==> src/rtl/prod_accumulator_pkg.sv <==
// Shared constants for the product accumulator slice.
// Holds the default widths, the product width and the FSM state encoding.
package prod_accumulator_pkg;

  localparam int unsigned ACC_W_DEF = 11;
  localparam int unsigned CNT_W_DEF = 4;
  localparam int unsigned PROD_W    = 8;

  typedef logic [0:0] state_t;

  localparam state_t ACCUM = 1'b0;
  localparam state_t DONE  = 1'b1;

endpackage

==> src/rtl/prod_accumulator_if.sv <==
// Handshake bundle between the product source/result sink and the accumulator.
//   in_valid/in_ready/in_prod : product stream into the accumulator
//   out_valid/out_ready       : batch result handshake
//   out_sum/out_ovf           : batch total and sticky overflow flag
// master = environment side, slave = accumulator side.
interface prod_accumulator_if #(
  parameter int unsigned ACC_W = prod_accumulator_pkg::ACC_W_DEF
);
  import prod_accumulator_pkg::*;

  logic              in_valid;
  logic              in_ready;
  logic [PROD_W-1:0] in_prod;
  logic              out_valid;
  logic              out_ready;
  logic [ACC_W-1:0]  out_sum;
  logic              out_ovf;

  modport master (
    output in_valid, in_prod, out_ready,
    input  in_ready, out_valid, out_sum, out_ovf
  );

  modport slave (
    input  in_valid, in_prod, out_ready,
    output in_ready, out_valid, out_sum, out_ovf
  );

endinterface

==> src/rtl/prod_accumulator_acc_add_sat.sv <==
// Accumulator adder: returns the next running sum and the carry out.
// With ACC_SATURATE_EN defined the sum clamps to all-ones on carry; otherwise
// it wraps modulo 2^ACC_W.
//   a       : current running sum
//   b       : zero-extended product
//   sum_c   : next running sum (combinational)
//   carry_c : carry out of ACC_W bits (combinational)
module acc_add_sat #(
  parameter int unsigned ACC_W = prod_accumulator_pkg::ACC_W_DEF
) (
  input  logic [ACC_W-1:0] a,
  input  logic [ACC_W-1:0] b,
  output logic [ACC_W-1:0] sum_c,
  output logic             carry_c
);

  logic [ACC_W:0] full_sum;

  assign full_sum = {1'b0, a} + {1'b0, b};
  assign carry_c  = full_sum[ACC_W];

`ifdef ACC_SATURATE_EN
  // Once clamped, further adds keep carrying (or add zero), so the sum holds.
  assign sum_c = carry_c ? {ACC_W{1'b1}} : full_sum[ACC_W-1:0];
`else
  assign sum_c = full_sum[ACC_W-1:0];
`endif

endmodule

==> src/rtl/prod_accumulator.sv <==
// Batch multiply-accumulate back end: sums batch_len products arriving over a
// valid/ready stream and presents each batch total on a valid/ready output.
// Optional feature macro: ACC_SATURATE_EN (clamp instead of wrap on overflow).
//   clk, rst_n : clock, asynchronous active-low reset
//   clear      : synchronous abort; zeroes the batch and drops any result
//   batch_len  : products per batch, 0 means 2^CNT_W; sampled on first accept
//   io         : slave side of the product / result handshake bundle
module prod_accumulator
  import prod_accumulator_pkg::*;
#(
  parameter int unsigned ACC_W = ACC_W_DEF,
  parameter int unsigned CNT_W = CNT_W_DEF
) (
  input  logic              clk,
  input  logic              rst_n,
  input  logic              clear,
  input  logic [CNT_W-1:0]  batch_len,
  prod_accumulator_if.slave io
);

  state_t             state_q, state_d;
  logic [ACC_W-1:0]   sum_q,   sum_d;
  logic [CNT_W-1:0]   cnt_q,   cnt_d;
  logic [CNT_W-1:0]   len_q,   len_d;
  logic               ovf_q,   ovf_d;

  logic               accept;
  logic               first;
  logic               last;
  logic [CNT_W-1:0]   len_eff;
  logic [ACC_W-1:0]   add_sum_c;
  logic               add_carry_c;

  // Handshake flags are decoded straight from the state register.
  assign io.in_ready  = (state_q == ACCUM);
  assign io.out_valid = (state_q == DONE);
  assign io.out_sum   = sum_q;
  assign io.out_ovf   = ovf_q;

  assign accept  = io.in_valid & (state_q == ACCUM);
  assign first   = (cnt_q == '0);
  // The first product of a batch uses the live batch_len, later ones the latch.
  assign len_eff = first ? batch_len : len_q;
  // Length 0 wraps to all-ones, ending the batch after 2^CNT_W products.
  assign last    = (cnt_q == CNT_W'(len_eff - CNT_W'(1)));

  acc_add_sat #(.ACC_W(ACC_W)) u_add (
    .a       (sum_q),
    .b       (ACC_W'(io.in_prod)),
    .sum_c   (add_sum_c),
    .carry_c (add_carry_c)
  );

  // State and datapath registers.
  always_ff @(posedge clk or negedge rst_n) begin
    if (!rst_n) begin
      state_q <= ACCUM;
      sum_q   <= '0;
      cnt_q   <= '0;
      len_q   <= '0;
      ovf_q   <= 1'b0;
    end else begin
      state_q <= state_d;
      sum_q   <= sum_d;
      cnt_q   <= cnt_d;
      len_q   <= len_d;
      ovf_q   <= ovf_d;
    end
  end

  // Next-state and datapath update; clear overrides everything.
  always_comb begin
    state_d = state_q;
    sum_d   = sum_q;
    cnt_d   = cnt_q;
    len_d   = len_q;
    ovf_d   = ovf_q;

    if (clear) begin
      state_d = ACCUM;
      sum_d   = '0;
      cnt_d   = '0;
      ovf_d   = 1'b0;
    end else begin
      case (state_q)
        ACCUM: begin
          if (accept) begin
            sum_d = add_sum_c;
            ovf_d = ovf_q | add_carry_c;
            cnt_d = cnt_q + CNT_W'(1);
            if (first) len_d = batch_len;
            if (last) state_d = DONE;
          end
        end
        DONE: begin
          if (io.out_ready) begin
            state_d = ACCUM;
            sum_d   = '0;
            cnt_d   = '0;
            ovf_d   = 1'b0;
          end
        end
        default: state_d = ACCUM;
      endcase
    end
  end

endmodule

==> src/flat_wrapper.sv <==
// flat-port wrapper written by rule: the top's interface ports become plain ports
module prod_accumulator_flat import prod_accumulator_pkg::*;
#(
  parameter int unsigned ACC_W = ACC_W_DEF,
  parameter int unsigned CNT_W = CNT_W_DEF
)
  (clk, rst_n, clear, batch_len, io_in_valid, io_in_prod, io_out_ready, io_in_ready, io_out_valid, io_out_sum, io_out_ovf);
  prod_accumulator_if #(.ACC_W(ACC_W)) io_i ();
  input  logic clk;
  input  logic rst_n;
  input  logic clear;
  input  logic [CNT_W-1:0] batch_len;
  input wire logic [$bits(io_i.in_valid)-1:0] io_in_valid;
  input wire logic [$bits(io_i.in_prod)-1:0] io_in_prod;
  input wire logic [$bits(io_i.out_ready)-1:0] io_out_ready;
  output wire logic [$bits(io_i.in_ready)-1:0] io_in_ready;
  output wire logic [$bits(io_i.out_valid)-1:0] io_out_valid;
  output wire logic [$bits(io_i.out_sum)-1:0] io_out_sum;
  output wire logic [$bits(io_i.out_ovf)-1:0] io_out_ovf;
  assign io_i.in_valid = io_in_valid;
  assign io_i.in_prod = io_in_prod;
  assign io_i.out_ready = io_out_ready;
  assign io_in_ready = io_i.in_ready;
  assign io_out_valid = io_i.out_valid;
  assign io_out_sum = io_i.out_sum;
  assign io_out_ovf = io_i.out_ovf;
  prod_accumulator #(.ACC_W(ACC_W), .CNT_W(CNT_W)) u_core (.clk(clk), .rst_n(rst_n), .clear(clear), .batch_len(batch_len), .io(io_i));
endmodule
==> config.mk <==
export PLATFORM = sky130hd
export DESIGN_NAME = prod_accumulator_flat
export DESIGN_NICKNAME = d
export VERILOG_FILES = /design/src/rtl/prod_accumulator_pkg.sv /design/src/rtl/prod_accumulator_if.sv /design/src/rtl/prod_accumulator_acc_add_sat.sv /design/src/rtl/prod_accumulator.sv /design/src/flat_wrapper.sv
export SDC_FILE = /design/constraint.sdc
export NUM_CORES = 1
export LEC_CHECK = 0
export BUFFER_PORTS_ARGS = -buffer_cell sky130_fd_sc_hd__buf_2
export CAP_MARGIN = 0
export CORE_MARGIN = 1
export CORE_UTILIZATION = 45
export DETAILED_ROUTE_END_ITERATION = 10
export PLACE_DENSITY = 0.79
export SYNTH_ARGS = -nofsm -noshare
export SYNTH_HDL_FRONTEND = slang
export SYNTH_SLANG_ARGS = --single-unit
==> constraint.sdc <==
create_clock -name clk -period 1.7 [get_ports clk]
set_input_delay 0.17 -clock clk [delete_from_list [all_inputs] [get_ports clk]]
set_output_delay 0.17 -clock clk [all_outputs]
set_load 0.05 [all_outputs]
==> results of run 1 <==
[final cells by class]
class,count,area (µm²)
Tap cell,31,38.8
Clock inverter,1,5.00
Clock buffer,3,22.5
Sequential cell,21,537
Fill cell,215,825
Timing Repair Buffer,52,325
Inverter,8,30.0
Multi-Input combinational cell,113,1070
[what timing repair did]
| action | CTS | global route |
|---|---|---|
| endpoints found under the hold margin | 21 | 0 |
| gates cloned | 0 | 0 |
| setup buffers | 2 | 2 |
| hold buffers | 1 | 0 |
| pin swaps | 7 | 10 |
| gates resized for setup | 10 | 21 |
| endpoints found under the setup margin | 7 | 12 |
[flip-flops by register name (all words and copies together) (netlist names)]
signal and count:
u_core.len_q 4, u_core.io.out_sum 11, u_core.io.out_valid 1, u_core.cnt_q 4
u_core.io.out_ovf 1
[logic make-up after synthesis]
group           after synthesis  share of synthesized area
compound gates               39                      0.191
xor+xnor                     11                     0.0742
fa+ha+maj                    11                      0.104
buf+inv                      10                     0.0277
flops                        21                      0.376
mux                           8                     0.0608
simple gates                 44                      0.166
[report_power, final]
part           leakage [nW]  total [mW]  internal (mW)  switching (mW)
Sequential            0.264       0.650          0.580          0.0706
Clock                0.0177       0.255         0.0882           0.166
Combinational         0.648        1.03          0.466           0.561
[worst reg2reg max path, stage by stage, from the launching register on]
cell and delay (ns):
dfrtp_2 0.44, ha_4 0.17, inv_2 0.04, fa_2 0.19, nor2b_2 0.05, o211ai_1 0.25
a21boi_1 0.13, or3_1 0.33, a32o_1 0.26
[routing by layer]
layer | vias to the layer above | wire length (µm) | track usage
li1 | 620 | - | -
met1 | 622 | 1450 | 0.266
met2 | 50 | 1960 | 0.402
met3 | 9 | 193 | 0.0290
met4 | 0 | 84 | 0.0884
met5 | - | 0 | 0
[cells in the final DEF, fill, tap and decap left out, types with 7 or more instances in the layout]
cell,synthesis,final
xnor2_1,8,7
buf_4,0,19
dfrtp_2,0,9
ha_4,0,7
dfrtp_1,21,12
o21ai_0,15,11
inv_1,8,7
nor2_1,10,9
nand2_1,14,13
buf_2,1,30
[worst min-delay path by stage]
| stage | endpoint | depth (start not counted) | from | slack, ns |
|---|---|---|---|---|
| 4_1_cts | u_core.len_q[3] | 2 | batch_len[3] | 0.1 |
| 6_report | u_core.len_q[3] | 2 | batch_len[3] | 0.10 |
| 3_3_place_gp | u_core.io.out_sum[1] | 1 | rst_n | 0.16 |
| 3_5_place_dp | u_core.cnt_q[3] | 1 | rst_n | 0.17 |
| 2_1_floorplan | u_core.cnt_q[0] | 0 | rst_n | -0.13 |
| 5_1_grt | u_core.len_q[3] | 2 | batch_len[3] | 0.10 |
[through the flow]
stage          instance area, µm²  TNS [ns]   util
2_1_floorplan                1500    -0.856      -
5_1_grt                      2030     -1.51  0.711
3_5_place_dp                 1800    -0.732  0.632
6_report                     2030     -1.00  0.711
4_1_cts                      1890    -0.847  0.663
3_3_place_gp                 1800    -0.458  0.632
==> results_dict.tcl, run 1 <==
set metrics [dict create \
    status "finished with violations" \
    violations "design-rule violations, negative setup slack" \
    netlist.area_leader.share 0.376 \
    crit_type "reg -> reg" \
    clkSlewWorstSetupHoldPaths_ns 0.13 \
    drt_pass1_iterations 8 \
    die_width_um 57.8 \
    final_cells 229 \
    antenna_found_initial 0 \
    reg2reg_to "u_core.io.out_sum[6]" \
    drc_errors 3 \
    end_kind "flip-flop" \
    wl_per_cell_um 16.1 \
    maxSlewViolCount 0 \
    synth_commonest_cells "dfrtp_1, o21ai_0, nand2_1, ha_1, nor2_1" \
    finalCritPeriodShare 1.14 \
    async_flop_share 1.00 \
    synth_warnings 0 \
    syn_inst 144 \
    r2r_start "u_core.io.out_sum[0]" \
    crit_chain "ha_4 -> inv_2 -> fa_2 -> nor2b_2 -> o211ai_1 -> a21boi_1 -> or3_1 -> a32o_1" \
    hold_ws_ns 0.103 \
    p_per_area_nw_per_um2 952 \
    setup_violations 6 \
    cp_slowest_stage_delay_ns 0.44 \
    r2r_slack_ns -0.24 \
    hpwl_um 2480 \
    synth-edff-count 0 \
    relSlewSlack 0.662 \
    drtIter0Drc 41 \
    fmax_ghz 0.515 \
    dp_slack_ns -0.279 \
    synth_ff_type "dfrtp_1" \
    crit_buf_inv 1 \
    grt_pass1_wl_um 5630 \
    min_path_type "in -> reg" \
    numPortBuffers 30 \
    synth_area_leader_cell "dfrtp_1" \
    syn_area_um2 1400 \
    ys_seq_elements 21 \
    slowest_stage "dfrtp_2" \
    total_power_mw 1.93 \
    cp.depth 8 \
    cts.sinks 21 \
    htree_levels 1 \
    synth_cell_type_count 41 \
    nets 227 \
    yosysMostFrequentCell "dfrtp_1" \
    tightest_slew_ns 0.508 \
    start_kind "flip-flop" \
    routed_wl_um 3690 \
    r2r_cells 8 \
    worstPathArrival_ns 2.17 \
    synth.avg_cell_area_um2 9.71 \
    cts-buffers-inserted 3 \
    core_um2 2850 \
    initial_utilization 0.490 \
    die_h_um 57.8 \
    clock_latency_ns 0.32 \
    startpoint "u_core.io.out_sum[0]" \
    cts_tree "yes" \
    final_antenna_net_count 0 \
    post-place-cells 220 \
    synth_area_leaders "dfrtp_1, ha_1, o21ai_0" \
    drive_gt1_frac 0.515 \
    setup_slack_ns -0.243 \
    grtUsageTotal 0.222 \
    drv_cap 0 \
    rsz0062_at_grt "yes" \
    floorplan.io_pins 31 \
    synth_nets 172 \
    period_needed_ns 1.94 \
    clockBufferDepth 2 \
    worstPathRequired_ns 1.92 \
    skew_ns 0.0112 \
    leakagePower_nw 0.929 \
    grt_overflow 0 \
    crit_family "compound AO/OA/AOI/OAI gates" \
    rows 19 \
    grt_pass1_vias 1313 \
    post_drt_via_cell_ratio 5.68 \
    syn2layout_area_growth_pct 45.0 \
    grt_start_max_net_pins 22 \
    root_buffer "clkbuf_4" \
    cp_max_fo 2 \
    irDropWorstVdd_uv 511 \
    gp_congestion 0.840 \
    vias 1301 \
    ys_seq_area_frac 0.376 \
    dieArea_um2 3340 \
    hold_viol_final 0 \
    n_antenna_cell 0 \
    crit_end "u_core.io.out_sum[6]" \
]
(Power assumes the default switching activity.)
==> run 2: changes to the inputs <==
Settings changed: ABC_AREA set to 1, CAP_MARGIN 0 to unset, PLACE_DENSITY 0.79 to 0.7.
==> results_dict.tcl, run 2 <==
set metrics [dict create \
    drv_cap 0 \
    synth_warnings 0 \
    syn2layout_area_growth_pct 28.1 \
    final_cell_mix "nand2_1, buf_2, inv_1" \
    cp_slowest_stage_delay_ns 0.44 \
    start_kind "flip-flop" \
    largest_reg_flops 11 \
    crit_buf_inv 0 \
    rows 20 \
    total_power_mw 2.09 \
    skew_ns 0.00279 \
    min_path_type "in -> reg" \
    synth_nets 241 \
    worstPathRequired_ns 1.96 \
    vias 1485 \
    drtIter0Drc 60 \
    grt_pass1_wl_um 5250 \
    yosysMostFrequentCell "nand2_1" \
    p_per_area_nw_per_um2 1080 \
    core_um2 3130 \
    hold_ws_ns 0.117 \
    rsz0062_at_grt "yes" \
    clock_latency_ns 0.31 \
    synth_commonest_cells "nand2_1, inv_1, nand3_1, dfrtp_1, o21ai_0" \
    syn_area_um2 1510 \
    wl_per_cell_um 10.9 \
    clockBufferDepth 2 \
    synth-edff-count 0 \
    stdcell_area_um2 1940 \
    slowest_stage "dfrtp_2" \
    irDropWorstVdd_uv 552 \
    final_common_cell "nand2_1" \
    relSlewSlack 0.666 \
    synth_ff_type "dfrtp_1" \
    place_area_um2 1820 \
    crit_type "reg -> reg" \
    ys_seq_elements 21 \
    initial_utilization 0.483 \
    ys_seq_area_frac 0.348 \
    synth_area_leaders "dfrtp_1, nand2_1, ha_1" \
    syn_inst 213 \
    drt_pass1_iterations 4 \
    n_antenna_cell 0 \
    dp_slack_ns 0.0176 \
    synth.avg_cell_area_um2 7.10 \
    finalCritPeriodShare 0.954 \
    die_h_um 60.0 \
    final_antenna_net_count 0 \
    end_kind "flip-flop" \
    seq_area_um2 533 \
    cts.sinks 21 \
    grt_pass1_vias 1192 \
    crit_chain "ha_1 -> a21oi_1 -> nand2_1 -> nand3_1 -> nand3_1 -> a21oi_1 -> o21ai_1 -> nand2_1" \
    period_needed_ns 1.62 \
    hpwl_um 2510 \
    nFillCells 287 \
    antenna_found_initial 0 \
    cts-buffers-inserted 3 \
    drc_errors 0 \
    post-route-util 0.619 \
    hold_viol_final 0 \
    worstPathArrival_ns 1.88 \
    htree_levels 1 \
    leakagePower_nw 1.04 \
    status "complete, no violations" \
    dieArea_um2 3590 \
    multi_input_area_um2 941 \
    cts_tree "yes" \
    grt_overflow 0 \
    synth_cell_type_count 24 \
    routed_wl_um 3320 \
    tightest_slew_ns 0.501 \
    maxSlewViolCount 0 \
    cp_max_fo 4 \
    grtUsageTotal 0.197 \
    synth_area_leader_cell "dfrtp_1" \
    gp_congestion 0.827 \
    clkSlewWorstSetupHoldPaths_ns 0.12 \
    post_drt_via_cell_ratio 4.88 \
    grt_start_max_net_pins 22 \
    async_flop_share 1.00 \
    crit_family "flip-flops" \
    setup_slack_ns 0.0787 \
    drive_gt1_frac 0.304 \
    root_buffer "clkbuf_4" \
    nets 289 \
    numPortBuffers 30 \
    netlist.area_leader.share 0.348 \
    floorplan.io_pins 31 \
    fmax_ghz 0.617 \
    setup_violations 0 \
    die_width_um 60.0 \
]
## run 2: worst paths after layout
| path | start | endpoint | slack [ns] | cells after the start |
|---|---|---|---|---|
| max in group asynchronous | rst_n | u_core.io.out_sum[0] | 0.99 | 2 |
| hold / removal | io_out_ready | u_core.io.out_valid | 0.12 | 4 |
| setup / recovery | u_core.io.out_sum[2] | u_core.io.out_sum[5] | 0.08 | 8 |
| setup reg to reg | u_core.io.out_sum[2] | u_core.io.out_sum[5] | 0.08 | 8 |
| min in group asynchronous | rst_n | u_core.io.out_sum[4] | 0.34 | 2 |
| hold reg to reg | u_core.len_q[0] | u_core.len_q[0] | 0.51 | 2 |
## run 2: per-stage QoR
stage,instances,TNS (ns)
5_1_grt,304,-0.130
6_report,304,0
4_1_cts,302,0
2_1_floorplan,213,-0.175
3_3_place_gp,296,0
3_5_place_dp,296,0
## run 2: cells by family (layout without fill, tap and decap cells)
logic type	after synthesis	count (layout)	synth area share
AO/OA/AOI/OAI	36	36	0.128
AND/OR/NAND/NOR	111	111	0.339
flip-flops	21	21	0.348
buffers and inverters	34	81	0.0894
adder cells (fa/ha/maj)	11	11	0.0960
## run 2: cell type report
type / instances / share of cell area
multi-input cells: 158 / 0.486
clock buffers: 4 / 0.0136
inverters: 33 / 0.0640
repair buffers: 44 / 0.133
flip-flops and latches: 21 / 0.275
well taps: 44 / 0.0284
## run 2: timing repair
| item | CTS | global route |
|---|---|---|
| hold buffers | 1 | 0 |
| setup buffers | 1 | 2 |
| setup endpoints to repair | 1 | 8 |
| gates resized for setup | 0 | 8 |
| pin swaps | 0 | 5 |
| endpoints found under the hold margin | 21 | 0 |
| cloned | 0 | 0 |
## run 2: layer usage
metal / track usage / up-vias / share of wire
li1: - / 786 / -
met1: 0.299 / 655 / 0.52
met2: 0.289 / 39 / 0.42
met3: 0.0260 / 5 / 0.041
met4: 0.0598 / 0 / 0.012
met5: 0 / - / 0
## run 2: worst reg2reg max path, delay by kind of cell, from the launching register on
kind                       cells  cell delay, ns
DFF                            1            0.44
AOI/OAI and AO/OA              3            0.41
and+or+nand+nor                4            0.41
adders and majority gates      1            0.31
## run 2: power by group
group	internal, mW	leakage (nW)	switching [mW]	total (mW)
Sequential	0.602	0.268	0.0881	0.691
Clock	0.0916	0.0150	0.159	0.251
Combinational	0.415	0.755	0.730	1.15
